## src/rtl/axis_frame_arbiter.sv

```systemverilog
`default_nettype none
// ============================================================================
// Module      : axis_frame_arbiter
// Description : Frame-atomic round-robin arbiter that shares one 64-bit
//               AXI-Stream TX input among N_PORTS requesters. A grant is
//               taken in IDLE and held until the granted port's tlast beat
//               is accepted downstream. Every frame pays one IDLE cycle.
//
// Ports       : clk156         - single clock for all logic
//               reset          - synchronous, active-high reset
//               s_axis_tdata   - requester data, port i at [i*DATA_W +: DATA_W]
//               s_axis_tkeep   - requester byte enables, packed the same way
//               s_axis_tvalid  - per-port valid
//               s_axis_tready  - per-port ready (only the granted bit can be 1)
//               s_axis_tlast   - per-port end of frame
//               m_axis_t*      - muxed stream towards the loopback TX port
//               grant_idx      - granted port, meaningful while busy=1
//               busy           - high while a frame is being forwarded
//               frame_cnt      - completed frames per port, wraps silently
//
// Revision    : 1.0 - initial release
// ============================================================================
module axis_frame_arbiter #(
    parameter int N_PORTS = 4,
    parameter int DATA_W  = 64,
    parameter int KEEP_W  = DATA_W / 8,
    parameter int CNT_W   = 16
) (
    input  logic                        clk156,
    input  logic                        reset,
    input  logic [N_PORTS*DATA_W-1:0]   s_axis_tdata,
    input  logic [N_PORTS*KEEP_W-1:0]   s_axis_tkeep,
    input  logic [N_PORTS-1:0]          s_axis_tvalid,
    output logic [N_PORTS-1:0]          s_axis_tready,
    input  logic [N_PORTS-1:0]          s_axis_tlast,
    output logic [DATA_W-1:0]           m_axis_tdata,
    output logic [KEEP_W-1:0]           m_axis_tkeep,
    output logic                        m_axis_tvalid,
    input  logic                        m_axis_tready,
    output logic                        m_axis_tlast,
    output logic [$clog2(N_PORTS)-1:0]  grant_idx,
    output logic                        busy,
    output logic [N_PORTS*CNT_W-1:0]    frame_cnt
);

    localparam int         c_IDX_W = $clog2(N_PORTS);
    localparam logic [0:0] c_IDLE  = 1'b0;
    localparam logic [0:0] c_XFER  = 1'b1;

    logic [0:0]         r_state;
    logic [c_IDX_W-1:0] r_grant_idx;
    logic [c_IDX_W-1:0] r_last_grant;

    logic               w_xfer;
    logic               w_req_found;
    logic [c_IDX_W-1:0] w_next_grant;
    logic [DATA_W-1:0]  w_tdata;
    logic [KEEP_W-1:0]  w_tkeep;
    logic               w_tvalid;
    logic               w_tlast;
    logic               w_accept;
    logic               w_frame_done;

    assign w_xfer = (r_state == c_XFER);

    // Round-robin pick: scan last_grant+1, last_grant+2, ... (mod N_PORTS)
    // and take the first port with tvalid set.
    always_comb begin : b_rr_pick
        int v_idx;
        v_idx        = 0;
        w_req_found  = 1'b0;
        w_next_grant = '0;
        for (int k = 1; k <= N_PORTS; k++) begin
            v_idx = (int'(r_last_grant) + k) % N_PORTS;
            if (!w_req_found && s_axis_tvalid[c_IDX_W'(v_idx)]) begin
                w_req_found  = 1'b1;
                w_next_grant = c_IDX_W'(v_idx);
            end
        end
    end

    // Zero-latency mux of the granted port onto the master side.
    always_comb begin : b_out_mux
        w_tdata  = '0;
        w_tkeep  = '0;
        w_tvalid = 1'b0;
        w_tlast  = 1'b0;
        for (int i = 0; i < N_PORTS; i++) begin
            if (r_grant_idx == c_IDX_W'(i)) begin
                w_tdata  = s_axis_tdata[i*DATA_W +: DATA_W];
                w_tkeep  = s_axis_tkeep[i*KEEP_W +: KEEP_W];
                w_tvalid = s_axis_tvalid[i];
                w_tlast  = s_axis_tlast[i];
            end
        end
    end

    always_comb begin : b_ready
        s_axis_tready = '0;
        for (int i = 0; i < N_PORTS; i++) begin
            if (w_xfer && (r_grant_idx == c_IDX_W'(i))) begin
                s_axis_tready[i] = m_axis_tready;
            end
        end
    end

    assign m_axis_tdata  = w_tdata;
    assign m_axis_tkeep  = w_tkeep;
    assign m_axis_tvalid = w_xfer & w_tvalid;
    assign m_axis_tlast  = w_xfer & w_tlast;

    assign w_accept     = m_axis_tvalid & m_axis_tready;
    assign w_frame_done = w_accept & m_axis_tlast;

    always_ff @(posedge clk156) begin
        if (reset) begin
            r_state      <= c_IDLE;
            r_grant_idx  <= '0;
            // Last grant on the highest index makes port 0 win first.
            r_last_grant <= c_IDX_W'(N_PORTS - 1);
        end else begin
            case (r_state)
                c_IDLE: begin
                    if (w_req_found) begin
                        r_grant_idx <= w_next_grant;
                        r_state     <= c_XFER;
                    end
                end
                c_XFER: begin
                    if (w_frame_done) begin
                        r_last_grant <= r_grant_idx;
                        r_state      <= c_IDLE;
                    end
                end
                default: r_state <= c_IDLE;
            endcase
        end
    end

    generate
        for (genvar g = 0; g < N_PORTS; g++) begin : g_frame_cnt
            logic [CNT_W-1:0] r_cnt;
            always_ff @(posedge clk156) begin
                if (reset) begin
                    r_cnt <= '0;
                end else if (w_frame_done && (r_grant_idx == c_IDX_W'(g))) begin
                    r_cnt <= r_cnt + 1'b1;
                end
            end
            assign frame_cnt[g*CNT_W +: CNT_W] = r_cnt;
        end
    endgenerate

    assign grant_idx = r_grant_idx;
    assign busy      = w_xfer;

endmodule
`default_nettype wire

```

## config.mk

```make
export PLATFORM = sky130hd
export DESIGN_NAME = axis_frame_arbiter
export DESIGN_NICKNAME = d
export VERILOG_FILES = /design/src/rtl/axis_frame_arbiter.sv
export SDC_FILE = /design/constraint.sdc
export NUM_CORES = 1
export LEC_CHECK = 0
export ABC_AREA = 1
export BUFFER_PORTS_ARGS = -buffer_cell sky130_fd_sc_hd__buf_2
export CORE_AREA = 2 2 173 175
export CTS_CLUSTER_SIZE = 16
export DETAILED_ROUTE_END_ITERATION = 7
export DIE_AREA = 0 0 175 177
export MAX_ROUTING_LAYER = met4
export SLEW_MARGIN = 20
export SYNTH_ARGS = -nofsm -noshare
export SYNTH_HDL_FRONTEND = slang
export SYNTH_SLANG_ARGS = --single-unit
```

## constraint.sdc

```tcl
create_clock -name clk156 -period 3.9 [get_ports clk156]
set_input_delay 0.78 -clock clk156 [delete_from_list [all_inputs] [get_ports clk156]]
set_output_delay 0.78 -clock clk156 [all_outputs]
set_load 0.02 [all_outputs]
```

# After elaboration in Yosys (flattened, before gate mapping)
# Index checks and enable logic that the tools add are counted.
classes:
  addsub: 8
  mul: 0
  div: 0
  magnitude_cmp: 4
  n_eq_ne: 3
  n_shift: 0
  n_mux: 43
  bitwise: 5
  n_reduce_logical: 17
op_table:
  columns: ["operator", "n"]
  rows:
  - ["$mux W64", 4]
  - ["$add A16 B1 Y16 const B", 4]
  - ["$mux W8", 4]
  - ["$mux W1", 26]
  - ["$lt A2 B4 Y1 const B", 4]
  - ["$logic_and A1 B1 Y1", 11]
  - ["$bmux W1 S2", 4]
  - ["$mux W2", 4]
  - ["$add A2 B1 Y2 const B", 2]
  - ["$add A2 B2 Y2 const B", 2]
  - ["$and A1 B1 Y1", 4]
  - ["$eq A2 B2 Y1 const B", 2]
  - ["$reduce_and A2 Y1", 2]
  - ["$logic_not A1 Y1", 3]
  - ["$eq A2 B1 Y1 const B", 1]
  - ["$logic_not A2 Y1", 1]
  - ["$pmux W1 S2", 1]
  - ["$not A1 Y1", 1]
word_totals:
  register_bits: 69
  latch_bits: 0
  mem_bits_rw: 0
  romBits: 0
  output_inout_bits: 145
  word_cells: 87
  n_memories: 0

# Depth between registers and ports, before layout
# Gate-level depths: netlist of the first run.
depth:
  ltp_word: 16
  depth_mapped: 12
  mapped_depth_nobuf: 11

# Worst setup path after synthesis of the first run
# No wires, ideal clock.
synth_timing:
  path_type: "register -> output"
  start: "register r_grant_idx[0] (netlist: grant_idx[0])"
  end: "output port m_axis_tdata[53]"
  arrival_time_ps: 1696
  required_ps: 3120
  slack_ps: 1424
  path_stages_with_launch: 8
  n_path_buf: 3
  cell_sequence: "dfxtp_1 buf_6 inv_1 nor2_1 buf_2 buf_2 nand2_1 nand4_1"
synth_via:
  elab_chain_len: 5
  word_cells_on_any_way: 8
  classes_between: "3 x eq/ne; 4 x mux; 1 x reduce/logical"
synth_rtl:
  columns: ["item", "line", "text"]
  rows:
  - ["start: declaration", "51", "logic [c_IDX_W-1:0] r_grant_idx;"]
  - ["start signal: assignment", "125", "r_grant_idx <= w_next_grant;"]
  - ["$logic_not A2 Y1", "89", "if (r_grant_idx == c_IDX_W'(i)) begin"]
  - ["$mux W64 (3 in a row)", "89", null]
  - ["$mux W64 *", "89", null]
  - ["end: declaration", "36", "output logic [DATA_W-1:0] m_axis_tdata,"]
# Every way passes the cells marked *; elsewhere a longest branch is shown, timed or not.

# Worst setup path after layout of the first run
layout_timing:
  start: "register r_grant_idx[0] (netlist: grant_idx[0])"
  end: "output port m_axis_tdata[11]"
# Same word-level chain as after synthesis.

==> results of run 1 <==
-- through the flow --
step	util, %	hold slack [ns]	area, um^2	setup WS (ns)
floorplan	-	0.5545	5856	1.424
global placement	28.92	0.4790	8457	1.057
detailed placement	28.92	0.4880	8457	1.019
CTS	30.02	0.4958	8780	0.6324
global route	30.06	0.5273	8792	0.4850
finish	30.08	0.4976	8797	0.6535
-- placed cells by master (no fill, tap or decap) --
master and instances:
a21oi_1 69, and2_1 4, buf_12 4, buf_2 443
buf_4 10, bufinv_16 2, clkbuf_16 9, clkinv_2 1
clkinv_4 1, clkinvlp_4 2, dfxtp_1 69, diode_2 7
ha_1 4, inv_1 45, inv_2 2, inv_6 1
nand2_1 487, nand2_2 6, nand3_1 98, nand3_2 1
nand3b_1 6, nand4_1 83, nor2_1 56, nor2_4 3
nor2_8 1, nor3_1 11, o21ai_0 7, o21ai_1 2
xnor2_1 12, xor2_1 25
-- routing by layer --
metal,global-route usage (%),routed length [um]
met1,24.48,13230
met2,33.05,15020
met3,3.265,1530
met4,4.792,324
met5,-,0
-- worst min-delay path, stage by stage, from the launching register on --
cell and delay, ns:
dfxtp_1 0.33, nand2_1 0.07, a21oi_1 0.05
-- power groups by stage --
stage | clock (mW) | sequential [mW] | combinational [mW]
after floorplan | 0 | 0.734 | 0.604
after global placement | 0 | 0.738 | 1.07
after detailed placement | 0 | 0.739 | 1.07
after CTS | 0.937 | 0.723 | 1.08
after global routing | 0.958 | 0.724 | 1.16
final | 0.906 | 0.723 | 1.06
-- sequential cells by signal, summed over array words and instances, names as in the netlist --
signal,cells
grant_idx,2
busy,1
r_last_grant,2
g_frame_cnt.r_cnt,64
-- final timing paths --
check | from | cells past startpoint | end
worst min-delay path | g_frame_cnt[2].r_cnt[15]$_SDFFE_PP0P_ | 2 | g_frame_cnt[2].r_cnt[15]$_SDFFE_PP0P_
worst max-delay path | grant_idx[0]$_SDFFE_PP0P_ | 6 | m_axis_tdata[11]
worst min register to register | g_frame_cnt[2].r_cnt[15]$_SDFFE_PP0P_ | 2 | g_frame_cnt[2].r_cnt[15]$_SDFFE_PP0P_
worst max register to register | grant_idx[0]$_SDFFE_PP0P_ | 9 | g_frame_cnt[0].r_cnt[9]$_SDFFE_PP0P_
-- kinds of logic (layout without fill, tap and decap cells) --
family,after synthesis,in the layout
compound gates,78,78
xor+xnor,37,37
fa+ha+maj,4,4
buf+inv,105,520
flops,69,69
other cells,0,7
simple gates,756,756
-- layout make-up --
type | count | share of cell area, %
Tap cell | 390 | 5.547
Antenna cell | 7 | 0.1991
Clock inverter | 7 | 1.109
Sequential cell | 69 | 15.70
Clock buffer | 9 | 2.560
Multi-Input combinational cell | 875 | 45.91
Inverter | 47 | 2.005
Timing Repair Buffer | 457 | 26.97
==> impl_metrics.csv, run 1 <==
group,metric,value,unit
status,status,"finished, final reports clean",
finish,stdcell_count,1861,
die,design.portCount,444,
placement,dpl.cell_count,1838,
finish,area_growth,50.24,%
die,initial_utilization,20.02,%
pwr,p_int,1.647,mW
synth,ys_seq_area_share,23.59,%
synth,synth-simple-area-share,55.79,%
setup_path,r2r_slack,1.44,ns
min_path,hold_class,"register to register",
timing,fin_skew,0.007498,ns
pwr,clkPwrFrac,33.6,%
timing,fmax,0.3080,GHz
synth,synth_nets,1352,
synth,syn_area_per_cell,5.582,um^2
setup_path,critical_path_class,"register to output port",
setup_path,cp_max_fo,48,
die,row_count,63,
setup_path,cp.arrival,2.47,ns
pwr,share_seq_of_total_power,26.9,%
pwr,p_comb_share,39.5,%
synth,synth_common_cells,"487 x nand2_1, 98 x nand3_1, 83 x nand4_1",
setup_path,crit_required,3.12,ns
setup_path,slowest_delay,0.60,ns
clocking,worstSkewPairLatency,0.34,ns
grt,grt_max_degree,49,
timing,finalHoldViolCount,0,
setup_path,cpMaxStageDelayCell,"dfxtp_1",
synth,synth_cell_types,24,
timing,fin_crit_sh,83.24,%
timing,rsz0062_at_grt,"false",
pwr,p_per_area,306.1,nW/um^2
clocking,cts_htree_levels,3,
setup_path,crit_path_end_kind,"output port",
finish,drive_gt1_share,33.20,%
placement,place_congestion,0.9070,
setup_path,critPathBufInv,3,
route,ant_nets,0,
pwr,switching_share,38.83,%
pwr,p_total,2.693,mW
setup_path,critPathTopFamily,"buffers and inverters",
timing,report.final.slew_viol_count,0,
synth,synth_top_area_share,31.22,%
grt,grt_pass1_wl,46.16,mm
synth,yosysTopAreaCell,"nand2_1",
die,die_h,177,um
die,core,29240,um^2
pwr,peakVddDrop,0.0001915,V
synth,synthCells,1049,
pwr,p_switching,1.046,mW
route,drt_iter0_drc,473,
synth,yosysMostFrequentCell,"nand2_1",
timing,fin_crit,3.246,ns
synth,synth_fa_ha_area_share,0.8547,%
finish,multiInputGateArea,4039,um^2
die,dieArea,30980,um^2
setup_path,path_cells,"nand2_2 > inv_2 > buf_12 > nand2_1 > nand4_1 > buf_2",
clocking,tritoncts,"built",
timing,tightest_slew,0.7966,ns
synth,synth_top_family_by_area,"simple AND/OR/NAND/NOR gates",
synth,ys_async_sr_fraction,0,%
clocking,cts_setup_buffers,0,
route,route.detailed.drc,0,
timing,max_slew_margin,46.76,%
synth,synth-xor-area-share,5.534,%
clocking,clock-root-buffer,"clkbuf_16",
route,viasPerCell,4.592,
finish,nFillCells,3373,
synth,synth-edff-count,0,
die,die_x,175,um
grt,grt_usage,19.62,%
clocking,cts_made_buffers,9,
finish,seqCellArea,1381,um^2
synth,synth.area.top_cells,"nand2_1 31%, dfxtp_1 24%, nand4_1 8.9%, nand3_1 8.4%, a21oi_1 5.9%",
synth,ys.flop_type,"dfxtp_1",
synth,yosys_warnings,0,
clocking,path_clk_slew,0.06,ns
synth,syn-cell-area,5856,um^2
setup_path,cp-start-kind,"register",
grt,grt_overflow,0,
synth,synth_seq_cells,69,
clocking,ctsHoldBuffers,0,
route,via_count,8546,
clocking,ctsResizeCount,0,
route,avgRoutedWirePerCell,16.18,um
route,drt-pass1-iter-count,7,
timing,setup_viol,0,
finish,final_nets,1762,
synth,synth-compound-area-share,6.667,%
pwr,leakage,4.213,nW
clocking,clock_path_buffers,2,
grt,antenna_found_initial,6,
placement,port-buffer-count,443,
timing,setup-tns-final,0,ns
job,cap_viol_max_count,0,
grt,first_global_vias,8052,
placement,place_hpwl,24.34,mm
clocking,clock_sinks,69,
synth,muxShareOfSynthArea,0,%
route,wirelength,30.10,mm
Note: power is estimated with default switching activity, not from simulation.
==> run 2, diff against run 1 <==
Clock period 3.9 ns to 2.92 ns, I/O delays scaled along.
==> run 2 against run 1 <==
Sequential power up 34%. Worst hold slack worse by 0.0034 ns. Flip-flop and latch count unchanged. Cell area down 0.33%. First-iteration DRC count up 30%. Count of clock-buffer cells in the layout up 2. Combinational power up 34%. Cell count down 0.21%. Total power up 30%. Setup slack worse by 0.40 ns. Clock skew up 0.0019 ns. Die area unchanged. Largest cell class unchanged.
==> impl_metrics.csv, run 2 (synthesized netlist as in run 1, its figures left out) <==
group,metric,value,unit
route,wirelength,29.34,mm
timing,fin_crit_sh,91.42,%
timing,max_slew_margin,57.73,%
route,drt_iter0_drc,613,
placement,placed_area,8454,um^2
finish,final_nets,1760,
finish,final_cell_mix,"487 x nand2_1, 443 x buf_2, 98 x nand3_1",
finish,drive_gt1_share,33.04,%
timing,fin_crit,2.669,ns
clocking,cts_made_buffers,9,
grt,grt_usage,18.58,%
placement,place_congestion,0.8981,
clocking,clock-root-buffer,"clkbuf_16",
finish,fin_util,29.98,%
die,core,29240,um^2
clocking,cts_setup_buffers,0,
setup_path,crit-reg2reg-launch,"grant_idx[1]$_SDFFE_PP0P_",
grt,grt_max_degree,90,
timing,fmax,0.3746,GHz
pwr,leakage,4.197,nW
setup_path,r2r_slack,0.74,ns
die,row_count,63,
min_path,hold_start,"g_frame_cnt[3].r_cnt[15]$_SDFFE_PP0P_",
min_path,hold_class,"register to register",
grt,antenna_found_initial,5,
clocking,clock_path_buffers,2,
setup_path,path_cells,"inv_2 > nor2_4 > buf_12 > nand2_1 > nand4_1 > buf_2",
setup_path,cp_max_fo,50,
setup_path,crit_path_end_kind,"output port",
setup_path,cp-start-kind,"register",
setup_path,cp.arrival,2.09,ns
finish,layout_commonest_cell,"nand2_1",
setup_path,r2r-end,"g_frame_cnt[2].r_cnt[10]$_SDFFE_PP0P_",
setup_path,cpMaxStageDelayCell,"dfxtp_1",
status,status,"finished, final reports clean",
grt,grt_overflow,0,
placement,place_hpwl,23.62,mm
placement,port-buffer-count,443,
finish,stdcell_count,1857,
pwr,p_total,3.511,mW
pwr,p_per_area,400.4,nW/um^2
placement,dpl_worst_slack,0.6226,ns
setup_path,crit_required,2.34,ns
grt,first_global_vias,7721,
die,dieArea,30980,um^2
die,initial_utilization,20.02,%
clocking,cts_htree_levels,3,
route,route.detailed.drc,0,
clocking,path_clk_slew,0.06,ns
route,via_count,8591,
min_path,hold_depth,2,
finish,area_growth,49.74,%
pwr,peakVddDrop,0.0002536,V
timing,setup-tns-final,0,ns
setup_path,slowest_delay,0.61,ns
clocking,ctsHoldBuffers,0,
timing,fin_ws,0.2507,ns
clocking,ctsResizeCount,0,
die,die_x,175,um
timing,finalHoldViolCount,0,
route,avgRoutedWirePerCell,15.80,um
clocking,worstSkewPairLatency,0.34,ns
finish,final_area,8768,um^2
clocking,tritoncts,"built",
setup_path,critical_path_class,"register to output port",
grt,grt_pass1_wl,44.17,mm
route,viasPerCell,4.626,
timing,rsz0062_at_grt,"false",
route,ant_nets,0,
min_path,hold-path-endpoint,"g_frame_cnt[3].r_cnt[15]$_SDFFE_PP0P_",
job,cap_viol_max_count,0,
setup_path,rr_worst_depth,7,
die,design.portCount,444,
timing,setup_viol,0,
die,die_h,177,um
timing,tightest_slew,0.6341,ns
finish,largest-register,"g_frame_cnt.r_cnt",
placement,dpl.cell_count,1836,
timing,fin_skew,0.009386,ns
route,drt-pass1-iter-count,5,
clocking,clock_sinks,69,
timing,report.final.slew_viol_count,0,
timing,finalHoldWorstSlack,0.4942,ns
finish,largest_reg_flops,64,
==> run 2: cell types whose count changed in the layout (fill, tap and decap cells not counted), sizes merged <==
cell,before,now
buf,457,455
clkinv,2,1
clkbuf,9,11
bufinv,2,1
diode,7,5
==> run 2: area by class of cell <==
| class | count | area, um^2 |
|---|---|---|
| antenna | 5 | 12.51 |
| clock buffer | 11 | 242.7 |
| clock inverter | 5 | 58.81 |
| fill | 3334 | 20480 |
| inverter | 47 | 176.4 |
| multi-input combinational | 875 | 4039 |
| sequential | 69 | 1381 |
| tap | 390 | 488.0 |
| timing repair buffer | 455 | 2370 |
==> run 2: layer usage <==
metal,track usage (%),routed length [um],vias to the layer above
met3,2.792,1703,25
li1,-,-,4262
met5,-,0,-
met1,23.72,12890,3961
met4,3.819,369,0
met2,31.23,14380,343
==> run 2: power by group <==
group          leakage (nW)  switching, mW  internal [mW]  total, mW
combinational          3.50          0.919          0.497       1.42
sequential            0.556         0.0176          0.948      0.966
clock                 0.142          0.442          0.687       1.13
total                  4.20           1.38           2.13       3.51
==> run 2: worst max path at each step <==
stage	start	to	slack (ns)	cells past startpoint
6_report	grant_idx[1]$_SDFFE_PP0P_	m_axis_tkeep[3]	0.25	6
2_1_floorplan	grant_idx[0]$_SDFFE_PP0P_	m_axis_tdata[53]	0.64	7
3_5_place_dp	grant_idx[1]$_SDFFE_PP0P_	m_axis_tdata[7]	0.62	6
4_1_cts	grant_idx[1]$_SDFFE_PP0P_	m_axis_tdata[7]	0.24	6
5_1_grt	grant_idx[1]$_SDFFE_PP0P_	m_axis_tdata[49]	0.08	6
3_3_place_gp	grant_idx[1]$_SDFFE_PP0P_	m_axis_tdata[7]	0.66	6
==> run 2: critical path, delay by kind of cell (launching register included) <==
| family | cells | cell delay, ns |
|---|---|---|
| DFF | 1 | 0.61 |
| buffers and inverters | 3 | 0.57 |
| and+or+nand+nor | 3 | 0.55 |
